===== src/rtl/bidir_deser_pkg.sv =====
// -----------------------------------------------------------------------------
// bidir_deser_pkg
// Shared types and helpers for the bidir_deser serial-in/parallel-out receiver.
//   dir_t        : shift direction (left = MSB-first, right = LSB-first)
//   state_t      : receiver FSM states (ST_PAR only reachable when the
//                  BIDIR_DESER_PARITY_EN macro is defined)
//   parity_fault : parity check helper used by the top level
// -----------------------------------------------------------------------------
package bidir_deser_pkg;

    typedef enum logic {
        DIR_LEFT  = 1'b0,
        DIR_RIGHT = 1'b1
    } dir_t;

    typedef enum logic [1:0] {
        ST_IDLE  = 2'd0,
        ST_SHIFT = 2'd1,
        ST_PAR   = 2'd2
    } state_t;

    // word_xor is the XOR-reduction of the data word. With even parity the
    // word plus its parity bit must have an even number of ones (XOR = 0);
    // with odd parity the total XOR must be 1.
    function automatic logic parity_fault(input logic word_xor,
                                          input logic par_bit,
                                          input logic even_par);
        return ((word_xor ^ par_bit) != ~even_par);
    endfunction

endpackage


===== src/rtl/bidir_deser_if.sv =====
// -----------------------------------------------------------------------------
// bidir_deser_if
// Bundles the serial input side and the word-wide output buffer of bidir_deser.
//   master : the environment (serial front end + downstream consumer)
//   slave  : the receiver itself
// Signals: sin, sin_valid, dir, out_ready (to receiver);
//          out_data[WIDTH], out_valid, busy, overrun (from receiver);
//          parity_err (from receiver, only with BIDIR_DESER_PARITY_EN).
// -----------------------------------------------------------------------------
interface bidir_deser_if #(
    parameter int WIDTH = 4
);
    logic             sin;
    logic             sin_valid;
    logic             dir;
    logic             out_ready;
    logic [WIDTH-1:0] out_data;
    logic             out_valid;
    logic             busy;
    logic             overrun;
`ifdef BIDIR_DESER_PARITY_EN
    logic             parity_err;
`endif

    modport master (
        output sin, sin_valid, dir, out_ready,
        input  out_data, out_valid, busy, overrun
`ifdef BIDIR_DESER_PARITY_EN
        , input parity_err
`endif
    );

    modport slave (
        input  sin, sin_valid, dir, out_ready,
        output out_data, out_valid, busy, overrun
`ifdef BIDIR_DESER_PARITY_EN
        , output parity_err
`endif
    );

endinterface


===== src/rtl/bidir_deser_shift_core.sv =====
// -----------------------------------------------------------------------------
// deser_shift_core
// Shift register, bit counter and per-word direction latch for bidir_deser.
// Ports:
//   clk, rst   : clock, synchronous active-high reset
//   shift_en   : sample sin into the shift register this edge
//   cnt_clr    : end of the parity slot, return the counter to 0
//   sin        : serial data bit
//   dir        : requested direction, only honoured on the first bit of a word
//   done_word  : word to deliver on the completion edge
//   last_bit   : this edge samples the final data bit of the word
//   busy       : registered, bit count != 0
// With PAR_EN=1 the counter parks at WIDTH after the last data bit so that the
// receiver still reads as busy while it waits for the parity bit, and the
// finished word is already sitting in sr.
// -----------------------------------------------------------------------------
module deser_shift_core
    import bidir_deser_pkg::*;
#(
    parameter int WIDTH  = 4,
    parameter bit PAR_EN = 1'b0
) (
    input  logic             clk,
    input  logic             rst,
    input  logic             shift_en,
    input  logic             cnt_clr,
    input  logic             sin,
    input  dir_t             dir,
    output logic [WIDTH-1:0] done_word,
    output logic             last_bit,
    output logic             busy
);
    localparam int CNT_W = $clog2(WIDTH + 1);

    logic [WIDTH-1:0] sr_r;
    logic [CNT_W-1:0] cnt_r;
    dir_t             dir_r;
    logic             busy_r;

    dir_t             dir_eff_s;
    logic [WIDTH-1:0] word_next_s;
    logic [CNT_W-1:0] cnt_next_s;
    logic             last_bit_s;

    // The first bit of a word takes the live dir; later bits use the latched one.
    assign dir_eff_s  = (cnt_r == {CNT_W{1'b0}}) ? dir : dir_r;
    assign last_bit_s = shift_en && (cnt_r == CNT_W'(WIDTH - 1));

    // Next shift-register value if sin is sampled this edge.
    always_comb begin
        word_next_s = sr_r;
        case (dir_eff_s)
            DIR_LEFT:  word_next_s = {sr_r[WIDTH-2:0], sin};
            DIR_RIGHT: word_next_s = {sin, sr_r[WIDTH-1:1]};
            default:   word_next_s = {sr_r[WIDTH-2:0], sin};
        endcase
    end

    // Bit counter: wraps at the last data bit, or parks at WIDTH for parity.
    always_comb begin
        cnt_next_s = cnt_r;
        if (shift_en) begin
            if (last_bit_s) begin
                cnt_next_s = PAR_EN ? CNT_W'(WIDTH) : {CNT_W{1'b0}};
            end else begin
                cnt_next_s = cnt_r + CNT_W'(1);
            end
        end else if (cnt_clr) begin
            cnt_next_s = {CNT_W{1'b0}};
        end else begin
            cnt_next_s = cnt_r;
        end
    end

    // Shift register, counter, direction latch and busy flag.
    always_ff @(posedge clk) begin
        if (rst) begin
            sr_r   <= {WIDTH{1'b0}};
            cnt_r  <= {CNT_W{1'b0}};
            dir_r  <= DIR_LEFT;
            busy_r <= 1'b0;
        end else begin
            if (shift_en) begin
                sr_r <= word_next_s;
                if (cnt_r == {CNT_W{1'b0}}) begin
                    dir_r <= dir;
                end
            end
            cnt_r  <= cnt_next_s;
            busy_r <= (cnt_next_s != {CNT_W{1'b0}});
        end
    end

    assign done_word = PAR_EN ? sr_r : word_next_s;
    assign last_bit  = last_bit_s;
    assign busy      = busy_r;

endmodule


===== src/rtl/bidir_deser.sv =====
// -----------------------------------------------------------------------------
// bidir_deser
// Serial-in, parallel-out receiver. Collects strobed serial bits into WIDTH-bit
// words (MSB-first when dir=0, LSB-first when dir=1) and hands each finished
// word to a one-entry valid/ready output buffer.
// Ports:
//   clk  : rising-edge clock
//   rst  : synchronous active-high reset
//   bus  : bidir_deser_if.slave -- sin/sin_valid/dir in, out_data/out_valid/
//          out_ready buffer, busy, overrun pulse, parity_err (optional)
// Optional feature: define BIDIR_DESER_PARITY_EN to expect one parity bit after
// every word; EVEN_PAR selects even (1) or odd (0) parity. A word with a bad
// parity bit is still delivered, flagged by parity_err.
// -----------------------------------------------------------------------------
module bidir_deser
    import bidir_deser_pkg::*;
#(
    parameter int WIDTH    = 4,
    parameter int EVEN_PAR = 1
) (
    input  logic          clk,
    input  logic          rst,
    bidir_deser_if.slave  bus
);
`ifdef BIDIR_DESER_PARITY_EN
    localparam bit PAR_EN_C = 1'b1;
`else
    localparam bit PAR_EN_C = 1'b0;
`endif

    state_t           state_r;
    logic [WIDTH-1:0] out_data_r;
    logic             out_valid_r;
    logic             overrun_r;
`ifdef BIDIR_DESER_PARITY_EN
    logic             parity_err_r;
`endif

    logic             shift_en_s;
    logic             cnt_clr_s;
    logic             complete_s;
    logic             can_write_s;
    logic [WIDTH-1:0] done_word_s;
    logic             last_bit_s;
    logic             busy_s;

    // The parity slot consumes a sampled bit without shifting it in.
    assign shift_en_s  = bus.sin_valid && (state_r != ST_PAR);
    assign cnt_clr_s   = bus.sin_valid && (state_r == ST_PAR);
`ifdef BIDIR_DESER_PARITY_EN
    assign complete_s  = cnt_clr_s;
`else
    assign complete_s  = last_bit_s;
`endif
    // The buffer frees up on the same edge it is read, so a word can land then.
    assign can_write_s = !out_valid_r || bus.out_ready;

    deser_shift_core #(
        .WIDTH  (WIDTH),
        .PAR_EN (PAR_EN_C)
    ) u_core (
        .clk       (clk),
        .rst       (rst),
        .shift_en  (shift_en_s),
        .cnt_clr   (cnt_clr_s),
        .sin       (bus.sin),
        .dir       (dir_t'(bus.dir)),
        .done_word (done_word_s),
        .last_bit  (last_bit_s),
        .busy      (busy_s)
    );

    // FSM, output buffer, overrun pulse and parity flag.
    always_ff @(posedge clk) begin
        if (rst) begin
            state_r      <= ST_IDLE;
            out_data_r   <= {WIDTH{1'b0}};
            out_valid_r  <= 1'b0;
            overrun_r    <= 1'b0;
`ifdef BIDIR_DESER_PARITY_EN
            parity_err_r <= 1'b0;
`endif
        end else begin
            overrun_r <= 1'b0;

            case (state_r)
                ST_IDLE: begin
                    if (bus.sin_valid) begin
                        state_r <= ST_SHIFT;
                    end else begin
                        state_r <= ST_IDLE;
                    end
                end
                ST_SHIFT: begin
                    if (last_bit_s) begin
                        state_r <= PAR_EN_C ? ST_PAR : ST_IDLE;
                    end else begin
                        state_r <= ST_SHIFT;
                    end
                end
                ST_PAR: begin
                    if (bus.sin_valid) begin
                        state_r <= ST_IDLE;
                    end else begin
                        state_r <= ST_PAR;
                    end
                end
                default: state_r <= ST_IDLE;
            endcase

            if (complete_s) begin
                if (can_write_s) begin
                    out_data_r  <= done_word_s;
                    out_valid_r <= 1'b1;
`ifdef BIDIR_DESER_PARITY_EN
                    parity_err_r <= parity_fault(^done_word_s, bus.sin,
                                                 EVEN_PAR[0]);
`endif
                end else begin
                    // Buffered word wins; the new one is lost.
                    overrun_r <= 1'b1;
                end
            end else if (out_valid_r && bus.out_ready) begin
                out_valid_r <= 1'b0;
            end
        end
    end

    assign bus.out_data   = out_data_r;
    assign bus.out_valid  = out_valid_r;
    assign bus.busy       = busy_s;
    assign bus.overrun    = overrun_r;
`ifdef BIDIR_DESER_PARITY_EN
    assign bus.parity_err = parity_err_r;
`endif

endmodule

===== src/flat_wrapper.sv =====
// flat-port wrapper written by rule: the top's interface ports become plain ports
module bidir_deser_flat import bidir_deser_pkg::*;
#(
    parameter int WIDTH    = 4,
    parameter int EVEN_PAR = 1
)
  (clk, rst, bus_sin, bus_sin_valid, bus_dir, bus_out_ready, bus_out_data, bus_out_valid, bus_busy, bus_overrun);
  bidir_deser_if #(.WIDTH(WIDTH)) bus_i ();
  input  logic clk;
  input  logic rst;
  input wire logic [$bits(bus_i.sin)-1:0] bus_sin;
  input wire logic [$bits(bus_i.sin_valid)-1:0] bus_sin_valid;
  input wire logic [$bits(bus_i.dir)-1:0] bus_dir;
  input wire logic [$bits(bus_i.out_ready)-1:0] bus_out_ready;
  output wire logic [$bits(bus_i.out_data)-1:0] bus_out_data;
  output wire logic [$bits(bus_i.out_valid)-1:0] bus_out_valid;
  output wire logic [$bits(bus_i.busy)-1:0] bus_busy;
  output wire logic [$bits(bus_i.overrun)-1:0] bus_overrun;
  assign bus_i.sin = bus_sin;
  assign bus_i.sin_valid = bus_sin_valid;
  assign bus_i.dir = bus_dir;
  assign bus_i.out_ready = bus_out_ready;
  assign bus_out_data = bus_i.out_data;
  assign bus_out_valid = bus_i.out_valid;
  assign bus_busy = bus_i.busy;
  assign bus_overrun = bus_i.overrun;
  bidir_deser #(.WIDTH(WIDTH), .EVEN_PAR(EVEN_PAR)) u_core (.clk(clk), .rst(rst), .bus(bus_i));
endmodule

===== config.mk =====
export PLATFORM = sky130hd
export DESIGN_NAME = bidir_deser_flat
export DESIGN_NICKNAME = d
export VERILOG_FILES = /design/src/rtl/bidir_deser_pkg.sv /design/src/rtl/bidir_deser_if.sv /design/src/rtl/bidir_deser_shift_core.sv /design/src/rtl/bidir_deser.sv /design/src/flat_wrapper.sv
export SDC_FILE = /design/constraint.sdc
export NUM_CORES = 1
export LEC_CHECK = 0
export ABC_AREA = 0
export CELL_PAD_IN_SITES_DETAIL_PLACEMENT = 1
export CELL_PAD_IN_SITES_GLOBAL_PLACEMENT = 1
export CORE_MARGIN = 3
export CORE_UTILIZATION = 42
export DETAILED_ROUTE_END_ITERATION = 16
export PLACE_DENSITY_LB_ADDON = 0.1
export SYNTH_ARGS = -nofsm -noshare
export SYNTH_HDL_FRONTEND = slang
export SYNTH_HIERARCHICAL = 1
export SYNTH_SLANG_ARGS = --single-unit

===== constraint.sdc =====
create_clock -name clk -period 5.25 [get_ports clk]
set_clock_uncertainty 0.15 [all_clocks]
set_input_delay 1.05 -clock clk [delete_from_list [all_inputs] [get_ports clk]]
set_output_delay 1.05 -clock clk [all_outputs]
set_load 0.05 [all_outputs]

Word level (Yosys, flattened, before mapping):

Index checks and enable logic that the tools add are counted.

* register bits after elaboration: 17
* input bits: 6
* output and inout port bits: 7
* logic and storage cells: 42

* $add $sub $neg: 1
* eq/ne operators: 5
* multiplexer cells: 13
* bitwise logic cells: 2
* reduce and logical (&&, ||, !) cells: 13

Operator list (number)
* two-way mux 3 bit: 3
* one-hot mux 4 bit (2 select lines): 1
* two-way mux 1 bit: 7
* one-hot mux 2 bit (3 select lines): 1
* logical AND 1 bit: 4
* inequality test 2 bit (second input constant): 2
* AND reduction 2 bit: 2
* adder 3 x 1 -> 3 bit (second input constant): 1
* == test 3 x 2 -> 1 bit (second input constant): 1
* zero test 3 bit: 1
* nonzero test 3 bit: 1
* == test 2 x 1 -> 1 bit (second input constant): 1
* == test 2 bit (second input constant): 1
* zero test 2 bit: 1
* two-way mux 2 bit: 1
* inverter 1 bit: 2
* nonzero test 2 bit: 1
* OR reduction 2 bit: 1
* zero test 1 bit: 1
* logical OR 1 bit: 1

Depth between registers and ports, before layout:

Gate-level depths: netlist of run 1.

* depth in word-level cells: 6
* gate-level depth with buffers: 7
* depth with buffers taken out: 7

Hierarchy:

Netlist of run 1, hierarchy kept.

Modules (own cells, without submodules)
* deser_shift_core: times used 1, cells each 57, area each 524.3 um^2, seq. area each 180.2 um^2
* bidir_deser: times used 1, cells each 34, area each 340.3 um^2, seq. area each 160.2 um^2

Least setup slack after synthesis of run 1:

Ideal clock, no wire load.

* path kind: input-to-reg
* start point: input bus_dir
* end point: register u_core.out_data_r[0] (netlist: u_core/bus.out_data[0])
* setup time: 124 ps
* data arrival time: 1906 ps
* required time: 4976 ps
* slack: 3070 ps
* stages on the path: 5
* path buffers: 0
* path through: and3b_4 a21oi_1 mux2_2 nand2b_1 mux2i_1

* cells in the longest elaborated chain, start to end: 3

Ends and longest elaborated chain
* start: declaration: RTL line flat_wrapper.sv:13 `input wire logic [$bits(bus_i.dir)-1:0] bus_dir;`
* two-way mux 1 bit (*)
* inverter 1 bit: RTL line bidir_deser_shift_core.sv:52 `case (dir_eff_s)`
* one-hot mux 4 bit (2 select lines) (*): RTL line bidir_deser_shift_core.sv:52
* via u_core.done_word_s[0]: RTL line bidir_deser.sv:43 `logic [WIDTH-1:0] done_word_s;`
* end signal: assignment: RTL line bidir_deser.sv:77 `out_data_r <= {WIDTH{1'b0}};`
* end signal: assignment: RTL line bidir_deser.sv:113 `out_data_r <= done_word_s;`
* end: declaration: RTL line bidir_deser.sv:32 `logic [WIDTH-1:0] out_data_r;`

Mark *: on every way through the listed nets, which the timed path passes. The rest lies on a longest branch.
A chain may end at the register's enable or synchronous reset.

Worst setup path in the final report of run 1:

* start point: input bus_sin_valid
* end point: register u_core.out_data_r[2] (netlist: u_core/bus.out_data[2])

* cells in the longest elaborated chain, start to end: 3

Ends and longest elaborated chain
* start: declaration: RTL line flat_wrapper.sv:12 `input wire logic [$bits(bus_i.sin_valid)-1:0] bus_sin_valid;`
* logical AND 1 bit: RTL line bidir_deser.sv:48 `assign shift_en_s = bus.sin_valid && (state_r != ST_PAR);`
* via u_core.shift_en_s: RTL line bidir_deser.sv:39 `logic shift_en_s;`
* logical AND 1 bit: RTL line bidir_deser_shift_core.sv:47 `assign last_bit_s = shift_en && (cnt_r == CNT_W'(WIDTH - 1));`
* via u_core.complete_s: RTL line bidir_deser.sv:41 `logic complete_s;`
* AND reduction 2 bit (no source line)

The timed path passes the listed nets, and every way through them passes these cells.

==> impl_metrics.json, run 1 <==
{
  "fin_tns_setup_ns": 0,
  "yosysWarnings": 6,
  "crit_chain": "clkdlybuf4s50_1, and2_1, inv_1, nor2_1, inv_2, a21oi_4, mux2i_1",
  "wl_per_cell_um": 13.8,
  "cts_resized": 0,
  "setup_viol": 0,
  "area_growth_pct": 19.1,
  "firstDrtPassIters": 2,
  "synth_ff_type": "dfxtp_1",
  "postPlaceCellArea_sq_um": 1000,
  "critPathLaunch": "bus_sin_valid",
  "avgSynthCellArea_sq_um": 9.50,
  "synthCells": 91,
  "finalNonFillerCells": 129,
  "synth_top_area_frac": 0.394,
  "hp-class": "reg2reg",
  "dieArea_sq_um": 2640,
  "synth_cell_type_count": 28,
  "dp_cells": 125,
  "detail_route.vias_per_cell": 5.59,
  "fmax_mhz": 339,
  "grt_overflow": 0,
  "drt_first_iter_violations": 4,
  "max_slew_margin": 0.585,
  "hold_depth": 1,
  "worst_setup_path_end_kind": "flip-flop",
  "h-tree-depth": 1,
  "met3_usage": 0.0612,
  "wirelength_mm": 1.79,
  "cts_tree": "yes",
  "clkLatencyLatePin_ns": 0.28,
  "gr-usage-met2": 0.305,
  "slew_viol_final": 0,
  "synth_nets": 99,
  "numPortBuffers": 12,
  "r2r-start": "u_core/state_r[0]",
  "antenna_cells": 0,
  "cts_sinks": 17,
  "final_util": 0.560,
  "r2r_setup_slack_ns": 3.07,
  "detailroute.via_count": 721,
  "fillers": 236,
  "status": "finished clean",
  "synthTopCellsByArea": "dfxtp_1 (39%), nand2b_1 (8.0%), mux2_2 (6.5%)",
  "core_region_area_sq_um": 1840,
  "drc": 0,
  "dp_slack_ns": 2.01,
  "antenna_found_initial": 0,
  "layout.nets": 113,
  "io_pins": 13,
  "max_stage_delay_ns": 0.51,
  "gr-usage-met1": 0.192,
  "critical_path.max_fanout": 14,
  "finalCriticalPeriod_ns": 2.95,
  "cts_buffer_depth": 2,
  "crit_type": "in2reg",
  "rsz0062_at_grt": "no",
  "gr-max-usage-layer": "met2",
  "crit_path_start_kind": "input pin",
  "post-route-period-util": 0.562,
  "rows": 15,
  "required_ns": 5.32,
  "netlist_area_sq_um": 865,
  "grt_max_degree": 22,
  "min_from": "u_core/state_r[1]",
  "ys_seq_area_frac": 0.394,
  "drive_above_1_share": 0.135,
  "synth_most_common_cell": "dfxtp_1",
  "async_flop_share": 0,
  "hold_slack_ns": 0.289,
  "ctsRootBufferMaster": "clkbuf_4",
  "cts_buffers": 3,
  "grt_pass1_wl_mm": 3.37,
  "yosys-top-cells-count": "dfxtp_1 (17), nor2_1 (12), nand2b_1 (11)",
  "die_h_um": 51.4,
  "dp_hpwl_mm": 1.35,
  "place_congestion": 0.808,
  "final_cell_area_sq_um": 1030,
  "irDropWorstVdd_v": 0.000171,
  "maxCapViolations": 0,
  "grt_pass1_vias": 766,
  "power_uw": 256,
  "finalHoldViolations": 0,
  "total_leakage_power_nw": 0.366,
  "slowest_stage": "clkdlybuf4s50_1",
  "ant_nets": 0,
  "clk_pin_slew_worst_paths_ns": 0.09,
  "ff2ff_path_depth": 7,
  "initial_utilization": 0.470,
  "die_x_um": 51.4,
  "synth_enable_flop_cells": 0,
  "p_per_area_nw_per_um2": 249,
  "cts_hold_buf": 0,
  "synth_seq_cells": 17,
  "layout_setup_ws_ns": 2.30,
  "yosys.area.top_type": "dfxtp_1",
  "tightestPinTransition_ns": 0.621,
  "crit_arrival_ns": 3.02,
  "track_usage": 0.169,
  "cts_setup_buffers": 0
}
## cells by family (layout without fill, tap and decap cells)
kind of cell / count (synthesis) / in the layout / share of synthesized area
fa+ha+maj: 2 / 2 / 0.0289
buf+inv: 10 / 23 / 0.0449
simple gates: 33 / 33 / 0.220
compound gates: 19 / 19 / 0.190
mux: 10 / 10 / 0.123
flops: 17 / 17 / 0.394
## critical path, delay by kind of cell
| kind | cells | cell delay [ns] |
|---|---|---|
| buf+inv | 3 | 0.84 |
| simple gates | 2 | 0.71 |
| mux | 1 | 0.21 |
| compound gates | 1 | 0.20 |
## sequential cells by signal, summed over array words and instances (netlist names)
name,count
u_core/bus.out_data,4
u_core/u_core/sr_r,4
u_core/u_core/cnt_r,3
u_core/state_r,2
u_core/bus.out_valid,1
u_core/bus.overrun,1
u_core/u_core/busy,1
u_core/u_core/dir_r,1
## cell type report
cell class,count,area [sq um],share of cell area
clock buffer,4,26.3,0.0255
inverter,7,26.3,0.0255
tap,25,31.3,0.0304
sequential,17,340,0.330
timing repair buffer,12,120,0.117
multi-input combinational,64,485,0.471
## path summary, 6_finish.rpt
check,to
min,u_core/state_r[0]
min reg2reg,u_core/state_r[0]
max reg2reg,u_core/bus.out_data[2]
max,u_core/bus.out_data[2]
## per-layer routing
metal / routed length, um / share of wire / vias to the layer above
li1: - / - / 352
met1: 808 / 0.45 / 360
met2: 912 / 0.51 / 9
met3: 64 / 0.036 / 0
met4: 0 / 0 / 0
met5: 0 / 0 / -
## report_power, final
part	switching [mW]	total (mW)	internal (mW)	leakage, nW
logic	0.0244	0.0468	0.0224	0.212
registers	0.00584	0.141	0.135	0.139
clock network	0.0389	0.0684	0.0295	0.0150
total	0.0692	0.256	0.187	0.366
## cell usage in the layout, fill, tap and decap left out
master	n
inv_1	5
a21o_4	1
a211oi_1	1
a31oi_1	2
a21oi_4	1
o21bai_1	1
a2111oi_0	4
a21oi_1	2
a311oi_1	2
and4bb_2	1
clkdlybuf4s50_1	12
o21a_1	1
a2111oi_1	3
o21ai_0	1
mux2i_1	5
mux2_2	5
nor2_1	12
dfxtp_1	17
and3b_4	1
or2b_1	1
and2_1	1
ha_1	2
inv_2	2
nand2b_1	11
clkbuf_4	3
clkbuf_1	1
nor3b_1	3
nor3_1	3
Note: power is estimated with default switching activity, not from simulation.
==> inputs of run 2 (changes only) <==
--- a/config.mk
+++ b/config.mk
@@ -9,7 +9,7 @@
 export CELL_PAD_IN_SITES_DETAIL_PLACEMENT = 1
 export CELL_PAD_IN_SITES_GLOBAL_PLACEMENT = 1
 export CORE_MARGIN = 3
-export CORE_UTILIZATION = 42
+export CORE_UTILIZATION = 39
 export DETAILED_ROUTE_END_ITERATION = 16
 export PLACE_DENSITY_LB_ADDON = 0.1
 export SYNTH_ARGS = -nofsm -noshare
==> constraint.sdc (replaced) <==
create_clock -name clk -period 3.05 [get_ports clk]
set_clock_uncertainty 0.15 [all_clocks]
set_input_delay 0.61 -clock clk [delete_from_list [all_inputs] [get_ports clk]]
set_output_delay 0.61 -clock clk [all_outputs]
set_load 0.05 [all_outputs]
==> run 2 against run 1 <==
Sequential share of layout area down 0.32 points. Critical path depth down 6. Largest cell class unchanged. Utilization down 4.6 points. Register-to-register slack worse by 1.9 ns.
==> impl_metrics.json, run 2 (synthesized netlist as in run 1, its figures left out) <==
{
  "setup_viol": 0,
  "track_usage": 0.153,
  "critical_path.max_fanout": 4,
  "antenna_found_initial": 0,
  "crit_path_start_kind": "flip-flop",
  "power_uw": 444,
  "crit_arrival_ns": 1.56,
  "finalCriticalPeriod_ns": 2.32,
  "drc": 0,
  "grt_overflow": 0,
  "final_util": 0.514,
  "slew_viol_final": 0,
  "wl_per_cell_um": 13.8,
  "cts_buffer_depth": 2,
  "crit_chain": "clkdlybuf4s50_1",
  "initial_utilization": 0.428,
  "cts_buffers": 3,
  "drive_above_1_share": 0.143,
  "postPlaceCellArea_sq_um": 1010,
  "holdPathEnd": "u_core/state_r[0]",
  "max_stage_delay_ns": 0.85,
  "required_ns": 2.29,
  "numPortBuffers": 12,
  "die_x_um": 53.1,
  "dp_slack_ns": 0.657,
  "dieArea_sq_um": 2820,
  "antenna_cells": 0,
  "fillers": 239,
  "cts_sinks": 17,
  "irDropWorstVdd_v": 0.000294,
  "ff2ff_path_depth": 7,
  "crit_type": "reg2out",
  "die_h_um": 53.1,
  "core_region_area_sq_um": 2020,
  "grt_pass1_wl_mm": 3.10,
  "layout_setup_ws_ns": 0.725,
  "dp_cells": 128,
  "post-route-period-util": 0.762,
  "maxCapViolations": 0,
  "cts_tree": "yes",
  "min_from": "u_core/state_r[1]",
  "layout.nets": 114,
  "h-tree-depth": 1,
  "cts_setup_buffers": 0,
  "rsz0062_at_grt": "no",
  "finalHoldViolations": 0,
  "hold_depth": 1,
  "fin_tns_setup_ns": 0,
  "firstDrtPassIters": 2,
  "grt_max_degree": 22,
  "cts_resized": 0,
  "dp_hpwl_mm": 1.35,
  "hp-class": "reg2reg",
  "rows": 16,
  "ant_nets": 0,
  "cp_top_family": "buffers and inverters",
  "detail_route.vias_per_cell": 5.39,
  "rr_endpoint": "u_core/bus.out_data[2]",
  "max_slew_margin": 0.560,
  "layout_commonest_cell": "dfxtp_1",
  "area_growth_pct": 20.3,
  "finalNonFillerCells": 132,
  "status": "finished clean",
  "fmax_mhz": 430,
  "io_pins": 13,
  "worst_setup_path_end_kind": "output pin",
  "place_congestion": 0.792,
  "final_cell_area_sq_um": 1040,
  "ctsRootBufferMaster": "clkbuf_4",
  "cts_hold_buf": 0,
  "clk_pin_slew_worst_paths_ns": 0.10,
  "p_per_area_nw_per_um2": 427,
  "detailroute.via_count": 711,
  "slowest_stage": "clkdlybuf4s50_1",
  "r2r_setup_slack_ns": 1.12,
  "total_leakage_power_nw": 0.371,
  "layout_common_cells": "dfxtp_1 (17), clkdlybuf4s50_1 (12), nor2_1 (12)",
  "tightestPinTransition_ns": 0.658,
  "grt_pass1_vias": 689,
  "hold_slack_ns": 0.281,
  "wirelength_mm": 1.82,
  "r2r-start": "u_core/u_core/cnt_r[0]",
  "path_buf_inv": 1,
  "clkLatencyLatePin_ns": 0.28,
  "drt_first_iter_violations": 1
}
-- run 2: cell count changes in the layout (fill, tap and decap cells not counted), sizes merged --
cell / before / now
buf: 0 / 1
-- run 2: how the worst max path moves through the flow --
stage | from | to | cells past startpoint
after floorplan | bus_dir | u_core/bus.out_data[0] | 5
after global placement | bus_sin_valid | u_core/bus.out_data[2] | 7
after detailed placement | bus_sin_valid | u_core/bus.out_data[3] | 7
after CTS | u_core/bus.out_valid | bus_out_valid | 1
after global routing | u_core/bus.out_valid | bus_out_valid | 1
final | u_core/bus.out_valid | bus_out_valid | 1
-- run 2: power by group --
part | internal [mW] | switching (mW) | total, mW
combinational | 0.0393 | 0.0422 | 0.0815
clock | 0.0507 | 0.0687 | 0.119
sequential | 0.233 | 0.0102 | 0.243
total | 0.323 | 0.121 | 0.444
-- run 2: final cells by class --
cell class / instances / area, sq um / area share
multi-input combinational: 64 / 485 / 0.467
sequential: 17 / 340 / 0.327
timing repair buffer: 13 / 128 / 0.123
tap: 27 / 33.8 / 0.0325
clock buffer: 4 / 26.3 / 0.0253
inverter: 7 / 26.3 / 0.0253
-- run 2: routing by layer --
| metal | wire, um | GRT usage |
|---|---|---|
| met3 | 47 | 0.0366 |
| met1 | 891 | 0.190 |
| met2 | 863 | 0.244 |
| met4 | 20 | 0.0766 |
| met5 | 0 | 0 |
